<file path="src/rtl/tqvp_ws2812b_encoder.sv">
// ---------------------------------------------------------------------------
// tqvp_ws2812b_encoder
//
// TinyQV user peripheral that drives a WS2812B LED chain. Software loads a
// G/R/B colour and an LED count, then writes START. The block sends one
// 24-bit GRB frame (MSB first) per LED on uo_out[1], using WS2812B
// pulse-width encoding. It then holds the line low for a latch period.
//
// Ports
//   clk        peripheral clock (64 MHz nominal)
//   rst_n      asynchronous active-low reset
//   ui_in      unused
//   uo_out     [1] = serial data out, all other bits 0
//   address    register address
//   data_write write strobe, data_in valid when high
//   data_in    write data
//   data_out   read data, combinational from address
//
// Register map
//   0x0 R   0x1 G   0x2 B   0x3 COUNT       (read/write)
//   0x4 START (write)   0xE clear DONE (write)
//   0xF STATUS (read) = {6'b0, DONE, BUSY}
// ---------------------------------------------------------------------------
module tqvp_ws2812b_encoder #(
  parameter int CLK_HZ       = 64000000,
  parameter int T0H_CYCLES   = 26,
  parameter int T1H_CYCLES   = 51,
  parameter int BIT_CYCLES   = 80,
  parameter int LATCH_CYCLES = 3840
) (
  input  logic       clk,
  input  logic       rst_n,
  input  logic [7:0] ui_in,
  output logic [7:0] uo_out,
  input  logic [3:0] address,
  input  logic       data_write,
  input  logic [7:0] data_in,
  output logic [7:0] data_out
);

  // CLK_HZ only documents the clock that the cycle counts assume.
  localparam int unused_clk_hz = CLK_HZ;

  localparam logic [11:0] T0H       = 12'(T0H_CYCLES);
  localparam logic [11:0] T1H       = 12'(T1H_CYCLES);
  localparam logic [11:0] BIT_LAST   = 12'(BIT_CYCLES - 1);
  localparam logic [11:0] LATCH_LAST = 12'(LATCH_CYCLES - 1);

  typedef enum logic [1:0] {
    ST_IDLE  = 2'd0,
    ST_BIT   = 2'd1,
    ST_LATCH = 2'd2
  } state_t;

  logic unused_ui_in;
  assign unused_ui_in = ^ui_in;

  // Software-visible registers
  logic [7:0] reg_r, reg_g, reg_b, reg_count;

  // Serialiser state, current and next
  state_t      state, state_d;
  logic [11:0] cyc, cyc_d;
  logic [4:0]  bit_idx, bit_idx_d;
  logic [7:0]  remaining, remaining_d;
  logic [23:0] shift, shift_d;
  logic        busy, busy_d;
  logic        done, done_d;
  logic        dout, dout_d;

  logic start_wr, clear_wr;
  assign start_wr = data_write && (address == 4'h4);
  assign clear_wr = data_write && (address == 4'hE);

  // Register file
  // NOTE: state is written with non-blocking assignments only. Every flop then
  // sees the pre-edge values of the others, whatever order the code is in.
  always_ff @(posedge clk or negedge rst_n) begin
    if (!rst_n) begin
      reg_r     <= 8'h00;
      reg_g     <= 8'h00;
      reg_b     <= 8'h00;
      reg_count <= 8'h00;
    end else if (data_write) begin
      case (address)
        4'h0:    reg_r     <= data_in;
        4'h1:    reg_g     <= data_in;
        4'h2:    reg_b     <= data_in;
        4'h3:    reg_count <= data_in;
        default: ;
      endcase
    end
  end

  // Serialiser state register
  always_ff @(posedge clk or negedge rst_n) begin
    if (!rst_n) begin
      state     <= ST_IDLE;
      cyc       <= 12'd0;
      bit_idx   <= 5'd0;
      remaining <= 8'd0;
      shift     <= 24'd0;
      busy      <= 1'b0;
      done      <= 1'b0;
      dout      <= 1'b0;
    end else begin
      state     <= state_d;
      cyc       <= cyc_d;
      bit_idx   <= bit_idx_d;
      remaining <= remaining_d;
      shift     <= shift_d;
      busy      <= busy_d;
      done      <= done_d;
      dout      <= dout_d;
    end
  end

  // Next-state logic. dout_d is derived from the current bit position, so the
  // registered line lags the counters by one cycle. The first high cycle
  // therefore appears one edge after START is accepted.
  // NOTE: every output of this block gets a default first. Without the
  // defaults, a path that leaves one unassigned would infer a latch.
  always_comb begin
    state_d     = state;
    cyc_d       = cyc;
    bit_idx_d   = bit_idx;
    remaining_d = remaining;
    shift_d     = shift;
    busy_d      = busy;
    done_d      = done;
    dout_d      = 1'b0;

    if (clear_wr) done_d = 1'b0;

    case (state)
      ST_IDLE: begin
        if (start_wr && (reg_count != 8'd0) && !busy) begin
          remaining_d = reg_count;
          shift_d     = {reg_g, reg_r, reg_b};
          bit_idx_d   = 5'd23;
          cyc_d       = 12'd0;
          busy_d      = 1'b1;
          done_d      = 1'b0;
          state_d     = ST_BIT;
        end
      end

      ST_BIT: begin
        dout_d = (cyc < (shift[23] ? T1H : T0H));
        if (cyc == BIT_LAST) begin
          cyc_d   = 12'd0;
          shift_d = {shift[22:0], 1'b0};
          if (bit_idx == 5'd0) begin
            remaining_d = remaining - 8'd1;
            if (remaining == 8'd1) begin
              state_d = ST_LATCH;
            end else begin
              // Colours are sampled only here, so a write never tears a frame.
              shift_d   = {reg_g, reg_r, reg_b};
              bit_idx_d = 5'd23;
            end
          end else begin
            bit_idx_d = bit_idx - 5'd1;
          end
        end else begin
          cyc_d = cyc + 12'd1;
        end
      end

      ST_LATCH: begin
        if (cyc == LATCH_LAST) begin
          cyc_d   = 12'd0;
          busy_d  = 1'b0;
          done_d  = 1'b1;
          state_d = ST_IDLE;
        end else begin
          cyc_d = cyc + 12'd1;
        end
      end

      default: state_d = ST_IDLE;
    endcase
  end

  assign uo_out = {6'b000000, dout, 1'b0};

  always_comb begin
    data_out = 8'h00;
    case (address)
      4'h0:    data_out = reg_r;
      4'h1:    data_out = reg_g;
      4'h2:    data_out = reg_b;
      4'h3:    data_out = reg_count;
      4'hF:    data_out = {6'b000000, done, busy};
      default: data_out = 8'h00;
    endcase
  end

endmodule

</file>
<file path="config.mk">
export PLATFORM = sky130hd
export DESIGN_NAME = tqvp_ws2812b_encoder
export DESIGN_NICKNAME = d
export VERILOG_FILES = /design/src/rtl/tqvp_ws2812b_encoder.sv
export SDC_FILE = /design/constraint.sdc
export NUM_CORES = 1
export LEC_CHECK = 0
export ABC_CLOCK_PERIOD_IN_PS = 2600
export BUFFER_PORTS_ARGS = -buffer_cell sky130_fd_sc_hd__buf_2
export CORE_AREA = 2 2 84 102
export CTS_CLUSTER_SIZE = 12
export DETAILED_ROUTE_END_ITERATION = 12
export DIE_AREA = 0 0 86 104
export PLACE_DENSITY = 0.78
export SYNTH_ARGS = -nofsm -noshare
export SYNTH_HDL_FRONTEND = slang
export SYNTH_SLANG_ARGS = --single-unit
</file>
<file path="constraint.sdc">
create_clock -name clk -period 2.6 [get_ports clk]
set_input_delay 0.26 -clock clk [delete_from_list [all_inputs] [get_ports clk]]
set_output_delay 0.26 -clock clk [all_outputs]
set_load 0.05 [all_outputs]
</file>
==> metrics.md <==
| Metric | Value |
|---|---|
| Outcome | `finished clean` |
| Unique cell type count in the Yosys netlist | `55` |
| Placed wire-length estimate after detailed placement | `7270 µm` |
| Most frequently used flop master after synthesis | `sky130_fd_sc_hd__dfrtp_1` |
| Standard-cell rows | `36` |
| Die height | `104 µm` |
| Worst slew pin tran | `between 0.7 and 0.8 ns` |
| Antenna-violating nets left | `0` |
| Share of layout cells above drive strength 1 | `0.240` |
| Worst setup slack after placement | `between 0.2 and 0.25 ns` |
| Most frequent cell after synthesis | `sky130_fd_sc_hd__dfrtp_1` |
| Sum of overflow across all layers after global routing | `0` |
| CP arrival | `~2.7 ns` |
| Aggregate global-route resource usage | `0.249` |
| Number of H-tree levels | `3` |
| Worst Setup End Kind | `flip-flop` |
| Global-route wire length before repair | `between 15000 and 20000 µm` |
| First-pass iteration count of the detailed router | `5` |
| Number of global-route vias before repair | `3502` |
| Post-Route Setup TNS | `0 ns` |
| Clk_lat worst skew | `0.37 ns` |
| Root Buffer | `sky130_fd_sc_hd__clkbuf_8` |
| Count of buffers added by post-CTS timing repair for setup | `0` |
| Number of antenna violations at the first check in global routing | `0` |
| Post-route design area | `a little over 5000 µm²` |
| Power Dens Cells | `654 nW/µm²` |
| Hold slack final | `around 0.17 ns` |
| N_diodes | `0` |
| Effective utilization at floorplan | `0.583` |
| Area of the die | `a little under 9000 µm²` |
| Post-synthesis instance total | `between 400 and 500` |
| Final period utilization | `0.923` |
| Number of enable flip-flop cells after synthesis | `0` |
| Clock period minus final worst setup slack | `approximately 2.4 ns` |
| Area of the core | `~8000 µm²` |
| Most used standard cells in the synthesized netlist | `sky130_fd_sc_hd__dfrtp_1 (86), sky130_fd_sc_hd__mux2_1 (44), sky130_fd_sc_hd__mux2_2 (34), sky130_fd_sc_hd__nand2_1 (28), sky130_fd_sc_hd__a21oi_1 (19)` |
| Growth of design area from synthesis to finish | `9.41%` |
| Synth Area per Inst | `approximately 12 µm²` |
| Worst Slack Setup Final | `around 0.2 ns` |
| I/O pin total | `39` |
| Number of pins exceeding their max-slew limit in the final report | `0` |
| Number of port buffers | `23` |
| Average routed wire per standard cell | `between 15 and 20 µm` |
| Number of storage elements in the synthesis netlist | `86` |
| Post-detailed-route via-to-cell ratio | `slightly above 6` |
| Setup violations, final | `0` |
| Clock tree buffer depth | `2` |
| MaxCap Viol Count | `0` |
| Crit Path Max Fanout | `10` |
| Critical path data required time | `2.86 ns` |
| FFs w/ async S/R, synth | `1.00` |
| Clock buffer count from CTS | `9` |
| DRC violation total after the first TritonRoute iteration | `260` |
| Detailed-route via count | `3318` |
| Reported leakage power | `around 2.4 nW` |
| Worst clock skew on the final layout | `~0.012 ns` |
| Synth Warn # | `0` |
| Largest net degree at the start of global routing | `38` |
| Post-Route WL | `just over 10000 µm` |
| Worst ir drop on vdd | `approximately 0.60 mV` |
| Post-layout util | `0.638` |
| Setup repair after global routing missed its margin | `no` |
| DIE WIDTH | `between 80 and 90 µm` |
| Post-detailed-route DRC marker count | `0` |
| Cell accounting for the most synthesized area | `sky130_fd_sc_hd__dfrtp_1` |
| Cell types with the largest area share after synthesis | `sky130_fd_sc_hd__dfrtp_1 (46%), sky130_fd_sc_hd__mux2_1 (11%), sky130_fd_sc_hd__mux2_2 (8.2%)` |
| Maximum frequency from static timing analysis | `between 0.4 and 0.5 GHz` |
| Class of the tightest hold or removal check | `in -> reg` |
| Mapped Area | `between 4000 and 5000 µm²` |
| Post-synthesis sequential area ratio | `0.463` |
| Post-Place Cell Area | `between 4000 and 5000 µm²` |
| Critical path launch point type | `flip-flop` |
| Number of hold violations in the final report | `0` |
| Final Wtd Congestion | `approximately 0.8` |
| Remaining max-slew budget at the tightest pin | `0.481` |
| Setup CP Type | `reg -> reg` |
| Clock transition time at the flip-flop clock pins of the worst setup and hold paths | `around 0.090 ns` |
| # clock sinks | `86` |
| Number of nets in the finished design | `469` |
| Yosys top cell area share | `0.463` |
| TritonCTS clock tree | `done` |
## critical path: stages (launching register included)
cell	delay [ns]
sky130_fd_sc_hd__dfrtp_1	0.42
sky130_fd_sc_hd__or4_1	0.57
sky130_fd_sc_hd__o41a_1	0.54
sky130_fd_sc_hd__a211oi_4	0.47
sky130_fd_sc_hd__nand4_1	0.15
sky130_fd_sc_hd__o221a_2	0.14
## per-layer routing
metal	GRT usage	wire length [µm]	vias up
met3	0.0421	305	20
met1	0.308	4320	1667
met5	0	0	-
met2	0.424	5290	74
met4	0.105	270	0
li1	-	-	1557
## per-stage QoR
stage               total power, mW  instances
finish                         3.33        536
global route                   3.51        536
CTS                            3.35        536
detailed placement             2.52        520
global placement               2.47        520
floorplan                      2.26        410
## where the power goes
group	switching [mW]	internal [mW]	total [mW]
clock	0.462	0.369	0.831
combinational	0.399	0.371	0.771
sequential	0.200	1.53	1.73
## sequential cells by signal, indices dropped and copies added, names as in the netlist
register and cells:
reg_r 8, reg_g 8, shift 24, bit_idx 5
done 1, reg_count 8, reg_b 8, busy 1
state 2, dout 1, cyc 12, remaining 8
## path summary, 6_finish.rpt
kind	slack, ns	cells past startpoint	to	startpoint
min in group asynchronous	0.39	2	cyc[4]	rst_n
max in group asynchronous	1.55	3	reg_count[2]	rst_n
hold / removal	0.17	2	reg_count[6]	data_in[6]
setup / recovery	0.20	5	remaining[2]	cyc[7]
hold reg to reg	0.49	1	shift[9]	shift[9]
setup reg to reg	0.20	5	remaining[2]	cyc[7]
## cell type report
cell class                      count  area [µm²]
Fill cell                         605        2880
Multi-Input combinational cell    287        2340
Sequential cell                    86        2150
Timing Repair Buffer               40         260
Clock buffer                       12         145
Tap cell                           95         119
Inverter                           13        48.8
Clock inverter                      3        21.3
## cells by family after synthesis
logic type	count (synthesis)	share of synthesized area
other	1	0.000806
AND/OR/NAND/NOR	110	0.130
multiplexers	92	0.241
buffers and inverters	37	0.0393
AO/OA/AOI/OAI	69	0.102
adder cells (fa/ha/maj)	9	0.0242
flip-flops	86	0.463
## cell usage in the layout (no fill, tap or decap), types with 8 or more instances in the layout
master,n
sky130_fd_sc_hd__mux4_2,8
sky130_fd_sc_hd__buf_2,22
sky130_fd_sc_hd__and2_1,9
sky130_fd_sc_hd__o22ai_1,8
sky130_fd_sc_hd__mux2_2,34
sky130_fd_sc_hd__dfrtp_1,86
sky130_fd_sc_hd__nand4_1,8
sky130_fd_sc_hd__mux2_1,44
sky130_fd_sc_hd__nor2_1,11
sky130_fd_sc_hd__nand3_1,13
sky130_fd_sc_hd__inv_1,13
sky130_fd_sc_hd__clkbuf_8,10
sky130_fd_sc_hd__buf_4,16
sky130_fd_sc_hd__ha_1,9
sky130_fd_sc_hd__a21oi_1,19
sky130_fd_sc_hd__nand2_1,28
## what timing repair did
item / 4_1_cts / 5_1_grt
hold buffers: 1 / 0
hold endpoints to repair: 34 / 0
resized for setup: 0 / 0
Note: power is estimated with default switching activity, not from simulation.
